File: src/rtl/sram4x2_pkg.sv
// Shared constants for the 4x2 SRAM arbiter: FSM encoding, default widths, chip-select levels.
package sram4x2_pkg;

  localparam int ADDR_W_DEF = 2;
  localparam int DATA_W_DEF = 2;

  localparam logic CS_WRITE = 1'b1;
  localparam logic CS_READ  = 1'b0;

  typedef enum logic [2:0] {
    ST_IDLE   = 3'd0,
    ST_SETUP  = 3'd1,
    ST_STROBE = 3'd2,
    ST_DONE   = 3'd3,
    ST_VERIFY = 3'd4
  } state_e;

endpackage

File: src/rtl/sram4x2_arbiter_rr_arb2.sv
// Combinational 2-way round-robin grant; the priority pointer is owned by the parent.
module rr_arb2 (
  input  logic [1:0] i_req,
  input  logic       i_ptr,
  output logic [1:0] o_gnt
);

  always_comb begin
    o_gnt = i_req;
    if (i_req == 2'b11) begin
      o_gnt = i_ptr ? 2'b10 : 2'b01;
    end
  end

endmodule

File: src/rtl/sram4x2_arbiter.sv
// Two-port round-robin controller for the 4x2 latch-cell SRAM: setup/strobe/done sequencing.
// Optional write read-back check enabled by defining SRAM4X2_WR_VERIFY_EN (adds o_wr_err).
module sram4x2_arbiter
  import sram4x2_pkg::*;
#(
  parameter int ADDR_W = ADDR_W_DEF,
  parameter int DATA_W = DATA_W_DEF
) (
  input  logic              i_clk,
  input  logic              i_rst_n,
  input  logic [1:0]        i_req,
  input  logic [1:0]        i_we,
  input  logic [ADDR_W-1:0] i_addr0,
  input  logic [ADDR_W-1:0] i_addr1,
  input  logic [DATA_W-1:0] i_wdata0,
  input  logic [DATA_W-1:0] i_wdata1,
  output logic [1:0]        o_ack,
  output logic [DATA_W-1:0] o_rdata,
  output logic              o_busy,
  output logic [ADDR_W-1:0] o_sram_addr,
  output logic [DATA_W-1:0] o_sram_d,
  output logic              o_sram_en,
  output logic              o_sram_cs,
  input  logic [DATA_W-1:0] i_sram_q,
`ifdef SRAM4X2_WR_VERIFY_EN
  output logic              o_wr_err,
`endif
  output logic [2:0]        o_dbg_state
);

  state_e              state_q, state_d;
  logic                ptr_q, ptr_d;
  logic                gnt_port_q, gnt_port_d;
  logic                we_q, we_d;
  logic [1:0]          ack_q, ack_d;
  logic [DATA_W-1:0]   rdata_q, rdata_d;
  logic                busy_q, busy_d;
  logic [ADDR_W-1:0]   sram_addr_q, sram_addr_d;
  logic [DATA_W-1:0]   sram_d_q, sram_d_d;
  logic                sram_en_q, sram_en_d;
  logic                sram_cs_q, sram_cs_d;
  logic [1:0]          gnt;
`ifdef SRAM4X2_WR_VERIFY_EN
  logic                wr_err_q, wr_err_d;
`endif

  rr_arb2 u_arb (
    .i_req (i_req),
    .i_ptr (ptr_q),
    .o_gnt (gnt)
  );

  // The array address/data registers double as the latched request, so they only
  // move at grant time while the enable is still low.
  always_comb begin
    state_d     = state_q;
    ptr_d       = ptr_q;
    gnt_port_d  = gnt_port_q;
    we_d        = we_q;
    ack_d       = 2'b00;
    rdata_d     = rdata_q;
    sram_addr_d = sram_addr_q;
    sram_d_d    = sram_d_q;
    sram_en_d   = sram_en_q;
    sram_cs_d   = sram_cs_q;
`ifdef SRAM4X2_WR_VERIFY_EN
    wr_err_d    = 1'b0;
`endif
    case (state_q)
      ST_IDLE: begin
        if (gnt != 2'b00) begin
          gnt_port_d  = gnt[1];
          we_d        = gnt[1] ? i_we[1] : i_we[0];
          sram_addr_d = gnt[1] ? i_addr1 : i_addr0;
          sram_d_d    = gnt[1] ? i_wdata1 : i_wdata0;
          sram_cs_d   = (gnt[1] ? i_we[1] : i_we[0]) ? CS_WRITE : CS_READ;
          sram_en_d   = 1'b0;
          state_d     = ST_SETUP;
        end
      end
      ST_SETUP: begin
        sram_en_d = 1'b1;
        state_d   = ST_STROBE;
      end
      ST_STROBE: begin
        if (!we_q) begin
          rdata_d = i_sram_q;
        end
`ifdef SRAM4X2_WR_VERIFY_EN
        if (we_q) begin
          sram_cs_d = CS_READ;
          sram_en_d = 1'b1;
          state_d   = ST_VERIFY;
        end else begin
          sram_cs_d = CS_WRITE;
          sram_en_d = 1'b0;
          ack_d     = gnt_port_q ? 2'b10 : 2'b01;
          state_d   = ST_DONE;
        end
`else
        sram_cs_d = CS_WRITE;
        sram_en_d = 1'b0;
        ack_d     = gnt_port_q ? 2'b10 : 2'b01;
        state_d   = ST_DONE;
`endif
      end
`ifdef SRAM4X2_WR_VERIFY_EN
      ST_VERIFY: begin
        wr_err_d  = (i_sram_q != sram_d_q);
        sram_cs_d = CS_WRITE;
        sram_en_d = 1'b0;
        ack_d     = gnt_port_q ? 2'b10 : 2'b01;
        state_d   = ST_DONE;
      end
`endif
      ST_DONE: begin
        ptr_d   = ~gnt_port_q;
        state_d = ST_IDLE;
      end
      default: begin
        state_d = ST_IDLE;
      end
    endcase
    busy_d = (state_d != ST_IDLE);
  end

  always_ff @(posedge i_clk or negedge i_rst_n) begin
    if (!i_rst_n) begin
      state_q     <= ST_IDLE;
      ptr_q       <= 1'b0;
      gnt_port_q  <= 1'b0;
      we_q        <= 1'b0;
      ack_q       <= 2'b00;
      rdata_q     <= '0;
      busy_q      <= 1'b0;
      sram_addr_q <= '0;
      sram_d_q    <= '0;
      sram_en_q   <= 1'b0;
      sram_cs_q   <= CS_WRITE;
`ifdef SRAM4X2_WR_VERIFY_EN
      wr_err_q    <= 1'b0;
`endif
    end else begin
      state_q     <= state_d;
      ptr_q       <= ptr_d;
      gnt_port_q  <= gnt_port_d;
      we_q        <= we_d;
      ack_q       <= ack_d;
      rdata_q     <= rdata_d;
      busy_q      <= busy_d;
      sram_addr_q <= sram_addr_d;
      sram_d_q    <= sram_d_d;
      sram_en_q   <= sram_en_d;
      sram_cs_q   <= sram_cs_d;
`ifdef SRAM4X2_WR_VERIFY_EN
      wr_err_q    <= wr_err_d;
`endif
    end
  end

  assign o_ack       = ack_q;
  assign o_rdata     = rdata_q;
  assign o_busy      = busy_q;
  assign o_sram_addr = sram_addr_q;
  assign o_sram_d    = sram_d_q;
  assign o_sram_en   = sram_en_q;
  assign o_sram_cs   = sram_cs_q;
  assign o_dbg_state = state_q;
`ifdef SRAM4X2_WR_VERIFY_EN
  assign o_wr_err    = wr_err_q;
`endif

endmodule

File: config.mk
export PLATFORM = sky130hd
export DESIGN_NAME = sram4x2_arbiter
export DESIGN_NICKNAME = d
export VERILOG_FILES = /design/src/rtl/sram4x2_pkg.sv /design/src/rtl/sram4x2_arbiter_rr_arb2.sv /design/src/rtl/sram4x2_arbiter.sv
export SDC_FILE = /design/constraint.sdc
export NUM_CORES = 1
export LEC_CHECK = 0
export CAP_MARGIN = 30
export CORE_ASPECT_RATIO = 0.75
export CORE_MARGIN = 4
export CORE_UTILIZATION = 40
export DETAILED_ROUTE_END_ITERATION = 16
export PLACE_DENSITY = 0.87
export SLEW_MARGIN = 10
export SYNTH_ARGS = -nofsm -noshare
export SYNTH_HDL_FRONTEND = slang
export SYNTH_SLANG_ARGS = --single-unit
File: constraint.sdc
create_clock -name i_clk -period 1.86 [get_ports i_clk]
set_clock_uncertainty 0.1 [all_clocks]
set_input_delay 0.372 -clock i_clk [delete_from_list [all_inputs] [get_ports i_clk]]
set_output_delay 0.372 -clock i_clk [all_outputs]
set_load 0.02 [all_outputs]
Word-level counts from Yosys, hierarchy flattened
Index checks and enable logic that the tools add are counted.
{"block": "word_totals", "ff_bits": 17, "in_bits": 16, "out_inout_bits": 14, "wordCells": 41}
{"block": "classes", "eq_ne": 5, "mux": 14, "bitwise": 2, "reduce_logical": 9}
{"cell": "2-bit two-way mux", "n": 6}
{"cell": "3-bit one-hot mux with 3 select lines", "n": 1}
{"cell": "2-bit AND reduction", "n": 4}
{"cell": "3-bit by 2-bit equality test with 1-bit output, second input constant", "n": 2}
{"cell": "3-bit nonzero test", "n": 2}
{"cell": "1-bit two-way mux", "n": 4}
{"cell": "2-bit nonzero test", "n": 2}
{"cell": "3-bit by 1-bit equality test with 1-bit output, second input constant", "n": 1}
{"cell": "3-bit logical NOT", "n": 1}
{"cell": "3-bit two-way mux", "n": 1}
{"cell": "1-bit one-hot mux with 3 select lines", "n": 1}
{"cell": "2-bit equality test, second input constant", "n": 1}
{"cell": "2-bit != test, second input constant", "n": 1}
{"cell": "1-bit inverter", "n": 2}
{"cell": "1-bit one-hot mux with 2 select lines", "n": 1}

Logic depth before layout (Yosys ltp)
{"block": "logic_depth", "depth_word": 6, "depth_mapped": 6, "ltp_nobuf": 4}

Hierarchy
From an unflattened synthesis, not the netlist that was laid out.
{"block": "unflattened", "hier_cells": 56, "area_unflattened_um2": 744.5}
{"mod": "sram4x2_arbiter", "instances": 1, "cells_each": 53, "area_per_inst_um2": 725.7}
{"mod": "rr_arb2", "instances": 1, "cells_each": 3, "area_per_inst_um2": 18.8}

Worst setup path before layout
Ideal clock, no wire load.
{"block": "synth_timing", "path_kind": "register to register", "from": "register state_q[0] (netlist: o_dbg_state[0])", "to": "register rdata_q[0] (netlist: o_rdata[0])", "t_arrival_ns": 1.212, "required_ns": 1.635, "setup_slack_ns": 0.423, "stages_incl_launch_ff": 5, "path_buffers": 0, "synth_period_minus_slack_ns": 1.437, "cell_sequence": "dfrtp_1 -> nor2_2 -> nand2_2 -> nor2_2 -> mux2_2"}
{"block": "synth_between", "elab_chain_len": 2}
{"element": "start: declaration", "line": "sram4x2_arbiter.sv:31", "rtl": "state_e state_q, state_d;"}
{"element": "start signal: assignment", "line": "sram4x2_arbiter.sv:144", "rtl": "state_q <= state_d;"}
{"element": "3-bit by 2-bit equality test with 1-bit output", "line": "sram4x2_arbiter.sv:69", "rtl": "case (state_q)"}
{"element": "2-bit AND reduction (no source line)"}
{"element": "end signal: assignment", "line": "sram4x2_arbiter.sv:149", "rtl": "rdata_q <= rdata_d;"}
{"element": "end: declaration", "line": "sram4x2_arbiter.sv:36", "rtl": "logic [DATA_W-1:0] rdata_q, rdata_d;"}
Every way passes these cells.
A chain may end at the register's enable or synchronous reset.

Worst setup path after layout
{"block": "layout_timing", "from": "register sram_addr_q[1] (netlist: o_sram_addr[1])", "to": "output o_sram_addr[1]"}
{"element": "start: declaration", "line": "sram4x2_arbiter.sv:38", "rtl": "logic [ADDR_W-1:0] sram_addr_q, sram_addr_d;"}
{"element": "start signal: assignment", "line": "sram4x2_arbiter.sv:151", "rtl": "sram_addr_q <= sram_addr_d;"}
{"element": "end: declaration", "line": "sram4x2_arbiter.sv:20", "rtl": "output logic [ADDR_W-1:0] o_sram_addr,"}
No word-level cell between the ends.

==> metrics.json <==
{
  "maxSlewViolCount": 0,
  "final.min_clock_period_ps": 1765,
  "critical-path-top-delay-family": "buffers and inverters",
  "first_pass_detailed_route_iteration_total": 3,
  "clock_tree.root_cell": "sky130_fd_sc_hd__clkbuf_4",
  "placeableCoreArea_mm2": 0.001592,
  "fin_crit_sh_pct": 94.88,
  "n_antenna_cell": 0,
  "final-setup-viol-count": 0,
  "place_hpwl_mm": 1.323,
  "final_core_utilization_pct": 67.92,
  "first_global_vias": 548,
  "critical_path.cell_chain": "clkdlybuf4s50_1",
  "power.static_leakage_nw": 0.5102,
  "critical_path_arrival_ps": 1290,
  "unrepaired_setup_endpoints_after_global_routing": "no",
  "netlist-cell-type-count": 24,
  "synth.ff_latch_count": 17,
  "use_met3_pct": 6.571,
  "io-pin-count": 30,
  "cts-htree-levels": 1,
  "grt_util_all_layers_pct": 14.11,
  "crit_path_max_incr_delay_ps": 620,
  "die_height_um": 44.73,
  "design.final.nets": 116,
  "clk_pin_slew_worst_paths_ps": 100,
  "grt-busiest-layer": "met2",
  "place_congestion": 0.7407,
  "final_cell_count_no_fill": 120,
  "cts_hold_buf": 0,
  "numCtsBuffers": 3,
  "met2_demand_to_capacity_share_in_global_routing_pct": 23.01,
  "die_area_mm2": 0.002548,
  "drtAntennaViolNets": 0,
  "finalHoldViolCount": 0,
  "syn-instance-count": 63,
  "cts_max_path_buffers": 2,
  "vdd_ir_drop_max_uv": 682.1,
  "worst_min_path_class": "in2async",
  "number_of_antenna_violations_at_the_first_check_in_global_routing": 0,
  "start_util_pct": 45.20,
  "clock_sinks": 17,
  "final.setup.tns_ps": 0,
  "run_status": "complete, no violations",
  "route.detailed.vias_per_inst": 4.625,
  "synth.yosys.seq_area_share_pct": 59.30,
  "drt_iter0_markers": 11,
  "port_buffers": 29,
  "max_cap_viol_count": 0,
  "crit_type": "reg2out",
  "worstSetupStartpointType": "flop",
  "worst_setup_path_end_kind": "output pin",
  "dp_cells": 116,
  "wire_per_inst_um": 13.52,
  "hold_slack_ps": 211.7,
  "power_density_mw_per_mm2": 1045,
  "yosys_warnings": 0,
  "required_time_at_the_worst_slack_endpoint_ps": 1390,
  "cts_tree": "done",
  "final_layout_size_suffix_gt1_share_pct": 19.19,
  "design_area_mm2": 0.001081,
  "grt.met1_usage_pct": 17.48,
  "mostFrequentLayoutCells": "sky130_fd_sc_hd__clkdlybuf4s50_1 (26), sky130_fd_sc_hd__dfrtp_1 (16), sky130_fd_sc_hd__nand2_1 (12)",
  "path_buf_inv": 1,
  "area.growth.synth_to_final_pct": 50.26,
  "synthesis.area_per_instance_um2": 11.42,
  "timing.critical_path.slowest_stage_cell": "sky130_fd_sc_hd__clkdlybuf4s50_1",
  "postSynthNetCount": 79,
  "routed-via-count": 555,
  "layout_commonest_cell": "sky130_fd_sc_hd__clkdlybuf4s50_1",
  "grt_max_degree": 13,
  "drt_wl_total_mm": 1.622,
  "global_route_wire_length_before_repair_mm": 2.642,
  "fp-row-count": 12,
  "drc": 0,
  "die_w_um": 56.97,
  "crit_fanout": 2,
  "synthesis.area_um2": 719.4,
  "fmax_mhz": 566.7,
  "clock_latency_at_the_later_pin_of_the_worst_skew_pair_ps": 290,
  "placed_cell_area_mm2": 0.001057,
  "grt_overflow_total": 0,
  "filler_cell_count": 138
}
repair_timing:
item	CTS	global route
endpoints found under the hold margin	0	0
setup buffers	0	0
gates resized for setup	3	0
setup endpoints to repair	3	0
layout make-up:
cell class                 count  area (um^2)  share of cell area [%]
timing repair buffer          34        324.1                   29.98
tap                           21        26.28                   2.431
clock buffer                   3        22.52                   2.083
inverter                       2        7.507                  0.6944
multi-input combinational     42        269.0                   24.88
sequential                    17        426.7                   39.47
clock inverter                 1        5.005                  0.4630
kinds of logic after synthesis:
logic type	synth area share, %
flip-flops	59.30
AO/OA/AOI/OAI	11.83
multiplexers	10.09
buffers and inverters	3.303
XOR/XNOR	1.218
AND/OR/NAND/NOR	13.74
other	0.5212
path summary, 6_finish.rpt:
check | from | to | slack, ps | depth (start not counted)
min | i_rst_n | we_q$_DFFE_PN0P_ | 210 | 1
max in group asynchronous | i_rst_n | o_dbg_state[1]$_DFF_PN0_ | 990 | 2
min reg2reg | gnt_port_q$_DFFE_PN0P_ | o_ack[0]$_DFF_PN0_ | 380 | 1
min in group i_clk | gnt_port_q$_DFFE_PN0P_ | o_ack[0]$_DFF_PN0_ | 380 | 1
max | o_sram_addr[1]$_DFFE_PN0P_ | o_sram_addr[1] | 100 | 1
max reg2reg | o_dbg_state[0]$_DFF_PN0_ | o_rdata[1]$_DFFE_PN0P_ | 380 | 4
state kept, by name, summed over array words and instances (netlist names):
signal       flops
we_q             1
gnt_port_q       1
o_busy           1
ptr_q            1
o_ack            2
o_sram_cs        1
o_dbg_state      3
o_sram_en        1
o_sram_addr      2
o_rdata          2
o_sram_d         2
metrics by stage:
| stage | power, mW | setup slack [ps] |
|---|---|---|
| floorplan | 0.7315 | 422.9 |
| finish | 1.130 | 95.28 |
| CTS | 1.143 | 83.60 |
| global route | 1.199 | 55.54 |
| detailed placement | 0.9543 | 105.8 |
| global placement | 0.9334 | 115.0 |
synthesized netlist by cell type:
library cell	n	area share (%)
sky130_fd_sc_hd__nand3b_1	1	1.0
sky130_fd_sc_hd__mux2_2	1	1.6
sky130_fd_sc_hd__nand2_1	12	6.3
sky130_fd_sc_hd__o21ai_2	1	1.2
sky130_fd_sc_hd__inv_2	1	0.52
sky130_fd_sc_hd__nor3_2	1	1.4
sky130_fd_sc_hd__mux2_1	1	1.6
sky130_fd_sc_hd__o21ai_0	3	2.1
sky130_fd_sc_hd__nor2_1	3	1.6
sky130_fd_sc_hd__o211ai_2	1	1.7
sky130_fd_sc_hd__inv_1	1	0.52
sky130_fd_sc_hd__dfrtp_1	16	56
sky130_fd_sc_hd__o21ai_1	5	3.5
sky130_fd_sc_hd__buf_6	1	1.6
sky130_fd_sc_hd__buf_2	1	0.69
sky130_fd_sc_hd__xnor2_1	1	1.2
sky130_fd_sc_hd__nor2_2	2	1.7
sky130_fd_sc_hd__and3_1	1	0.87
sky130_fd_sc_hd__mux2i_1	5	7.0
sky130_fd_sc_hd__o21ai_4	1	2.3
sky130_fd_sc_hd__o31ai_1	1	1.0
sky130_fd_sc_hd__conb_1	1	0.52
sky130_fd_sc_hd__nand2_2	1	0.87
sky130_fd_sc_hd__dfstp_2	1	3.7
per-layer routing:
| layer | routed length, um | part of all wire, % |
|---|---|---|
| met2 | 792 | 49 |
| met1 | 714 | 44 |
| met5 | 0 | 0 |
| met4 | 0 | 0 |
| met3 | 115 | 7.1 |
report_power, final:
part	total, mW	internal (mW)	switching [mW]
Combinational	0.413	0.210	0.203
Sequential	0.522	0.461	0.0608
Clock	0.195	0.0799	0.115
(Power assumes the default switching activity.)
